<file path="config.mk">
export PLATFORM = sky130hd
export DESIGN_NAME = uart_rx
export DESIGN_NICKNAME = d
export VERILOG_FILES = /design/src/rtl/uart_rx.sv
export SDC_FILE = /design/constraint.sdc
export NUM_CORES = 1
export LEC_CHECK = 0
export CORE_ASPECT_RATIO = 0.9
export CORE_MARGIN = 5
export CORE_UTILIZATION = 38
export DETAILED_ROUTE_END_ITERATION = 12
export PLACE_DENSITY = 0.58
export SLEW_MARGIN = 20
export SYNTH_ARGS = -nofsm -noshare
export SYNTH_HDL_FRONTEND = slang
export SYNTH_SLANG_ARGS = --single-unit
</file>
<file path="constraint.sdc">
create_clock -name i_Clock -period 6.85 [get_ports i_Clock]
set_input_delay 1.0275 -clock i_Clock [delete_from_list [all_inputs] [get_ports i_Clock]]
set_output_delay 1.0275 -clock i_Clock [all_outputs]
set_load 0.02 [all_outputs]
</file>
<file path="src/rtl/uart_rx.sv">
// uart_rx: 8N1 UART receiver with input synchroniser, start-glitch rejection, framing-error and break handling
// Ports: i_Clock/i_Reset (sync, active-high); i_RX_Serial async line, idle high;
//        o_RX_DV 1-cycle byte-valid pulse; o_RX_Byte last good byte; o_RX_Active frame in progress;
//        o_RX_Error 1-cycle framing-error pulse.
module uart_rx #(
    parameter int CLKS_PER_BIT = 217
) (
    input  logic       i_Clock,
    input  logic       i_Reset,
    input  logic       i_RX_Serial,
    output logic       o_RX_DV,
    output logic [7:0] o_RX_Byte,
    output logic       o_RX_Active,
    output logic       o_RX_Error
);
    localparam logic [15:0] LAST = 16'(CLKS_PER_BIT - 1);
    localparam logic [15:0] HALF = 16'((CLKS_PER_BIT - 1) / 2);
    typedef enum logic [2:0] {IDLE, START, DATA, STOP, CLEANUP, BREAK_WAIT} state_t;
    state_t      state;
    logic        sync1;
    logic        r_rx;
    logic [15:0] cnt;
    logic [2:0]  idx;
    logic [7:0]  shreg;
    always_ff @(posedge i_Clock) begin
        if (i_Reset) begin
            sync1       <= 1'b1;
            r_rx        <= 1'b1;
            state       <= IDLE;
            cnt         <= '0;
            idx         <= '0;
            shreg       <= '0;
            o_RX_DV     <= 1'b0;
            o_RX_Byte   <= '0;
            o_RX_Active <= 1'b0;
            o_RX_Error  <= 1'b0;
        end else begin
            sync1 <= i_RX_Serial;
            r_rx  <= sync1;
            case (state)
                IDLE: begin
                    cnt         <= '0;
                    idx         <= '0;
                    o_RX_Active <= ~r_rx;
                    state       <= r_rx ? IDLE : START;
                end
                // Checking at HALF lands every later sample on a bit centre
                START: begin
                    if (cnt == HALF) begin
                        cnt         <= '0;
                        state       <= r_rx ? IDLE : DATA;
                        o_RX_Active <= ~r_rx;
                    end else begin
                        cnt <= cnt + 16'd1;
                    end
                end
                DATA: begin
                    if (cnt == LAST) begin
                        cnt        <= '0;
                        shreg[idx] <= r_rx;
                        idx        <= idx + 3'd1;
                        state      <= (idx == 3'd7) ? STOP : DATA;
                    end else begin
                        cnt <= cnt + 16'd1;
                    end
                end
                STOP: begin
                    if (cnt == LAST) begin
                        cnt        <= '0;
                        o_RX_DV    <= r_rx;
                        o_RX_Error <= ~r_rx;
                        o_RX_Byte  <= r_rx ? shreg : o_RX_Byte;
                        state      <= r_rx ? CLEANUP : BREAK_WAIT;
                    end else begin
                        cnt <= cnt + 16'd1;
                    end
                end
                CLEANUP: begin
                    o_RX_DV     <= 1'b0;
                    o_RX_Active <= 1'b0;
                    state       <= IDLE;
                end
                // A held-low line stays here, so a break produces a single error pulse
                BREAK_WAIT: begin
                    o_RX_Error  <= 1'b0;
                    o_RX_Active <= ~r_rx;
                    state       <= r_rx ? IDLE : BREAK_WAIT;
                end
                default: begin
                    o_RX_DV     <= 1'b0;
                    o_RX_Error  <= 1'b0;
                    o_RX_Active <= 1'b0;
                    state       <= IDLE;
                end
            endcase
        end
    end
endmodule

</file>
; ---- Word-level counts from Yosys, hierarchy flattened
; Index checks and enable logic that the tools add are counted.
[op_classes]
n_eq_ne = 11
n_addsub = 2
bitwise = 4
n_mux = 23
reduce_logical = 15
order_cmp = 2
[ops]
columns = op, n
row1 = one-hot mux 16 bit (3 select lines), 1
row2 = two-way mux 16 bit, 2
row3 = "adder 16 x 1 -> 16 bit, second input constant", 1
row4 = "equality test 16 x 7 -> 1 bit, second input constant", 1
row5 = "equality test 16 x 8 -> 1 bit, second input constant", 1
row6 = two-way mux 3 bit, 5
row7 = one-hot mux 3 bit (5 select lines), 1
row8 = AND reduction 2 bit, 5
row9 = "equality test 3 bit, second input constant", 3
row10 = bitwise mux 8 bit, 1
row11 = OR reduction 4 bit, 2
row12 = two-way mux 1 bit, 7
row13 = "equality test 3 x 2 -> 1 bit, second input constant", 2
row14 = "!= test 2 bit, second input constant", 3
row15 = one-hot mux 3 bit (2 select lines), 1
row16 = AND reduction 3 bit, 2
row17 = "< comparator 3 x 4 -> 1 bit, second input constant", 1
row18 = NOT 1 bit, 4
row19 = one-hot mux 1 bit (2 select lines), 2
row20 = OR reduction 2 bit, 2
row21 = "adder 3 x 1 -> 3 bit, second input constant", 1
row22 = demux 1 bit (select 3 bit), 1
row23 = "equality test 3 x 1 -> 1 bit, second input constant", 1
row24 = ">= comparator 3 x 1 -> 1 bit, second input constant", 1
row25 = other kinds (6), 6
[totals]
regBits = 43

; ---- Logic depth before layout (Yosys ltp)
[depth]
ltp_word = 5
ltp_mapped = 9

; ---- Worst setup path after synthesis
; No wires, ideal clock.
[synth_path]
path_kind = reg2reg
from = register cnt[0]
to = register cnt[11]
required_ns = 6.728
path_slack_ns = 4.458
path_stages_with_launch = 10
setup_ns = 0.122
synth_period_minus_slack_ns = 2.392
path_buffers = 2
t_arrival_ns = 2.270
cell_sequence = dfxtp_1 -> inv_1 -> ha_1 -> or4b_4 -> or4_4 -> buf_6 -> a22oi_4 -> buf_6 -> nor2_4 -> a221o_1
[synth_between]
elab_chain_cells = 3
word_cells_on_any_way = 6
cone_classes = add/sub (1) / eq/ne (2) / mux (3)
[synth_lines]
columns = element, line_no
row1 = from (decl), 22  ; logic [15:0] cnt;
row2 = from (signal assigned), 54  ; cnt <= cnt + 16'd1;
row3 = from (signal assigned), 64  ; cnt <= cnt + 16'd1;
row4 = from (signal assigned), 75  ; cnt <= cnt + 16'd1;
row5 = adder 16 x 1 -> 16 bit (tied with other cells), "54, 64, 75"
row6 = "two-way mux 16 bit, on equally long branches", "58, 68, 49"
row7 = one-hot mux 16 bit (3 select lines) *, 40  ; case (state)
; Mark *: on every way between the ends. The rest lies on a longest branch, timed or not.
; A chain may end at the register's enable or synchronous reset.

; ---- Worst setup path after layout
[layout_path]
from = register cnt[0]
to = register o_RX_Byte[5]
[layout_between]
elab_chain_cells = 2
[layout_lines]
columns = element, line_no
row1 = equality test 16 x 8 -> 1 bit, 68  ; if (cnt == LAST) begin
row2 = AND reduction 3 bit (no source line), -
row3 = to (signal assigned), 72  ; o_RX_Byte <= r_rx ? shreg : o_RX_Byte;
row4 = to (decl), 12  ; output logic [7:0] o_RX_Byte,
; No other way between the ends.

==> impl_metrics.tcl <==
set metrics [dict create \
    status "finished, final reports clean" \
    die_w_um 90.8 \
    reg2reg_from "cnt[0]" \
    crit_path_cell_trace "inv_1 > ha_1 > or4b_4 > nor4_1 > buf_4 > nand4_1 > mux2i_1 > nor2_1" \
    synth_cells 254 \
    start_util 0.392 \
    instances_no_fill 329 \
    slowest_delay_ps 530 \
    setup_viol 0 \
    grt_max_degree 34 \
    p_leak_nw 0.924 \
    hp-start "sync1" \
    async_flop_share 0 \
    cpMaxStageDelayCell "nand4_1" \
    worst_pin_slew_ps 775 \
    cts-resized-gates 0 \
    vias 1834 \
    numCtsBuffers 5 \
    die_h_um 82.7 \
    ys_seq_elements 43 \
    power.density_mw_per_mm2 180 \
    synth_flop_cell "dfxtp_1" \
    path_delay_family "simple AND/OR/NAND/NOR gates" \
    place.gp.congestion 0.787 \
    core-area_mm2 0.00569 \
    grt_pass1_wl_mm 8.20 \
    timing.rr.end "o_RX_Byte[5]" \
    dp_hpwl_mm 3.15 \
    dpl_worst_slack_ps 4040 \
    synth_fp_nets 261 \
    clock_path_buffers 2 \
    synth_top_area_share 0.386 \
    grt_overflow_total 0 \
    pin_count 14 \
    cap_violations 0 \
    final.min_clock_period_ps 2660 \
    drt-total-wl_mm 4.62 \
    drc 0 \
    ys_warn_count 0 \
    final.setup.tns_ps 0 \
    drive_above_1_share 0.0888 \
    min_to "r_rx" \
    syn_area_per_cell_um2 8.78 \
    cts_setup_buffers 0 \
    cts_hold_buffers 0 \
    yosysMostFrequentCell "dfxtp_1" \
    dieArea_mm2 0.00751 \
    cts-root-buf "clkbuf_8" \
    min_period_over_period 0.389 \
    wire_per_inst_um 14.1 \
    max-slew-margin-rel 0.482 \
    final_nets 265 \
    syn_area_mm2 0.00223 \
    clock_skew_ps 6.42 \
    fmax_mhz 375 \
    synthTopCellsByCount "dfxtp_1, nor2_1, mux2i_1, nand2_1" \
    first_pass_iters 4 \
    cp-start-kind "register" \
    cp.required_ps 7030 \
    rsz0062_at_grt "no" \
    vdd_drop_max_mv 0.125 \
    grtUsageTotal 0.133 \
    clk_pin_slew_worst_paths_ps 80 \
    cp_num_cells 8 \
    drv_slew 0 \
    clk_latency_ps 300 \
    synth.distinct_cells 51 \
    grt_pass1_vias 1669 \
    power_uw 440 \
    antennaDiodeCount 0 \
    cp_data_arrival_time_ps 2850 \
    cts_tree "built" \
    fin_hold_ws_ps 412 \
    vias_per_cell 5.57 \
    portBuffers 13 \
    endpoint_kind "register" \
    rr_worst_depth 8 \
    ys_seq_area_frac 0.386 \
    ant_nets 0 \
    worst-path-buf-inv 2 \
    cp_max_fo 12 \
    drtIter0Drc 98 \
    synth-edff-count 0 \
    worstSetupPathType "reg2reg" \
    numClockSinks 43 \
    antenna_found_initial 0 \
    hold_viol_final 0 \
    worstHoldPathType "reg2reg" \
    holdPathStages 1 \
    synth_area_leaders "dfxtp_1, mux2i_1, nor2_1" \
    rows 26 \
    r2r_setup_slack_ps 4190 \
    placed_cells 321 \
    synth_top_area_cell "dfxtp_1" \
    htreeDepth 2 \
    area_growth_pct 9.87 \
    timing.final.ws_setup_ps 4190 \
]
stage by stage:
stage | utilization | area (um^2)
finish | 0.431 | 2450
CTS | 0.431 | 2450
floorplan | - | 2230
global placement | 0.416 | 2370
detailed placement | 0.416 | 2370
global route | 0.431 | 2450
kinds of logic after synthesis:
family | share of synthesized area
AO/OA/AOI/OAI | 0.177
AND/OR/NAND/NOR | 0.272
XOR/XNOR | 0.00785
adder cells (fa/ha/maj) | 0.0224
buffers and inverters | 0.0589
flip-flops | 0.386
multiplexers | 0.0763
routing by layer:
| metal | vias up | part of all wire | GRT usage |
|---|---|---|---|
| met2 | 26 | 0.43 | 0.205 |
| met4 | 0 | 0.011 | 0.0446 |
| li1 | 953 | - | - |
| met5 | - | 0 | 0 |
| met1 | 848 | 0.53 | 0.185 |
| met3 | 7 | 0.031 | 0.0308 |
area by class of cell:
| cell class | instances | area (um^2) |
|---|---|---|
| Clock buffer | 6 | 72.6 |
| Clock inverter | 2 | 12.5 |
| Fill cell | 550 | 3240 |
| Inverter | 9 | 33.8 |
| Multi-Input combinational cell | 184 | 1240 |
| Sequential cell | 43 | 861 |
| Tap cell | 70 | 87.6 |
| Timing Repair Buffer | 15 | 145 |
placed cells by master (no fill, tap or decap), types with 2 or more instances in the layout:
master           instances
or4_1                    4
or4_4                    2
or3_1                    3
a211oi_1                 2
clkbuf_8                 5
o21ai_0                 12
and3_1                   3
buf_4                    2
mux2i_1                 17
nor2_1                  22
a21oi_1                 14
ha_1                     4
inv_1                    8
nor4_1                   4
and2_1                   3
nand4b_1                 4
and4_1                   3
nor3b_1                  2
a221o_1                  3
nand4_1                  9
dfxtp_1                 43
nand3_1                 12
nand2_1                 17
a21o_1                   4
or2_2                    4
nor3_1                   5
clkdlybuf4s50_1         13
a31oi_1                  8
worst reg2reg max path, cell delays in order, from the launching register on:
cell     delay, ps
dfxtp_1        350
inv_1           90
ha_1           170
or4b_4         490
nor4_1         290
buf_4          230
nand4_1        530
mux2i_1        340
nor2_1          50
sequential cells by signal, indices dropped and copies added (netlist names):
name	flops
cnt	16
o_RX_Error	1
o_RX_Byte	8
o_RX_DV	1
o_RX_Active	1
idx	3
shreg	8
state	3
sync1	1
r_rx	1
worst max-delay path by stage:
stage	start	end	slack, ps
finish	cnt[0]	o_RX_Byte[5]	4190
global route	cnt[0]	o_RX_Byte[5]	3860
CTS	cnt[0]	o_RX_Byte[0]	4140
detailed placement	i_Reset	cnt[10]	4040
global placement	i_Reset	cnt[7]	4070
floorplan	cnt[0]	cnt[11]	4460
report_power, final:
part           leakage, nW  internal (mW)  switching [mW]
sequential           0.347          0.251         0.00289
clock               0.0412         0.0714          0.0891
combinational        0.536        0.00912          0.0166
Note: power is estimated with default switching activity, not from simulation.
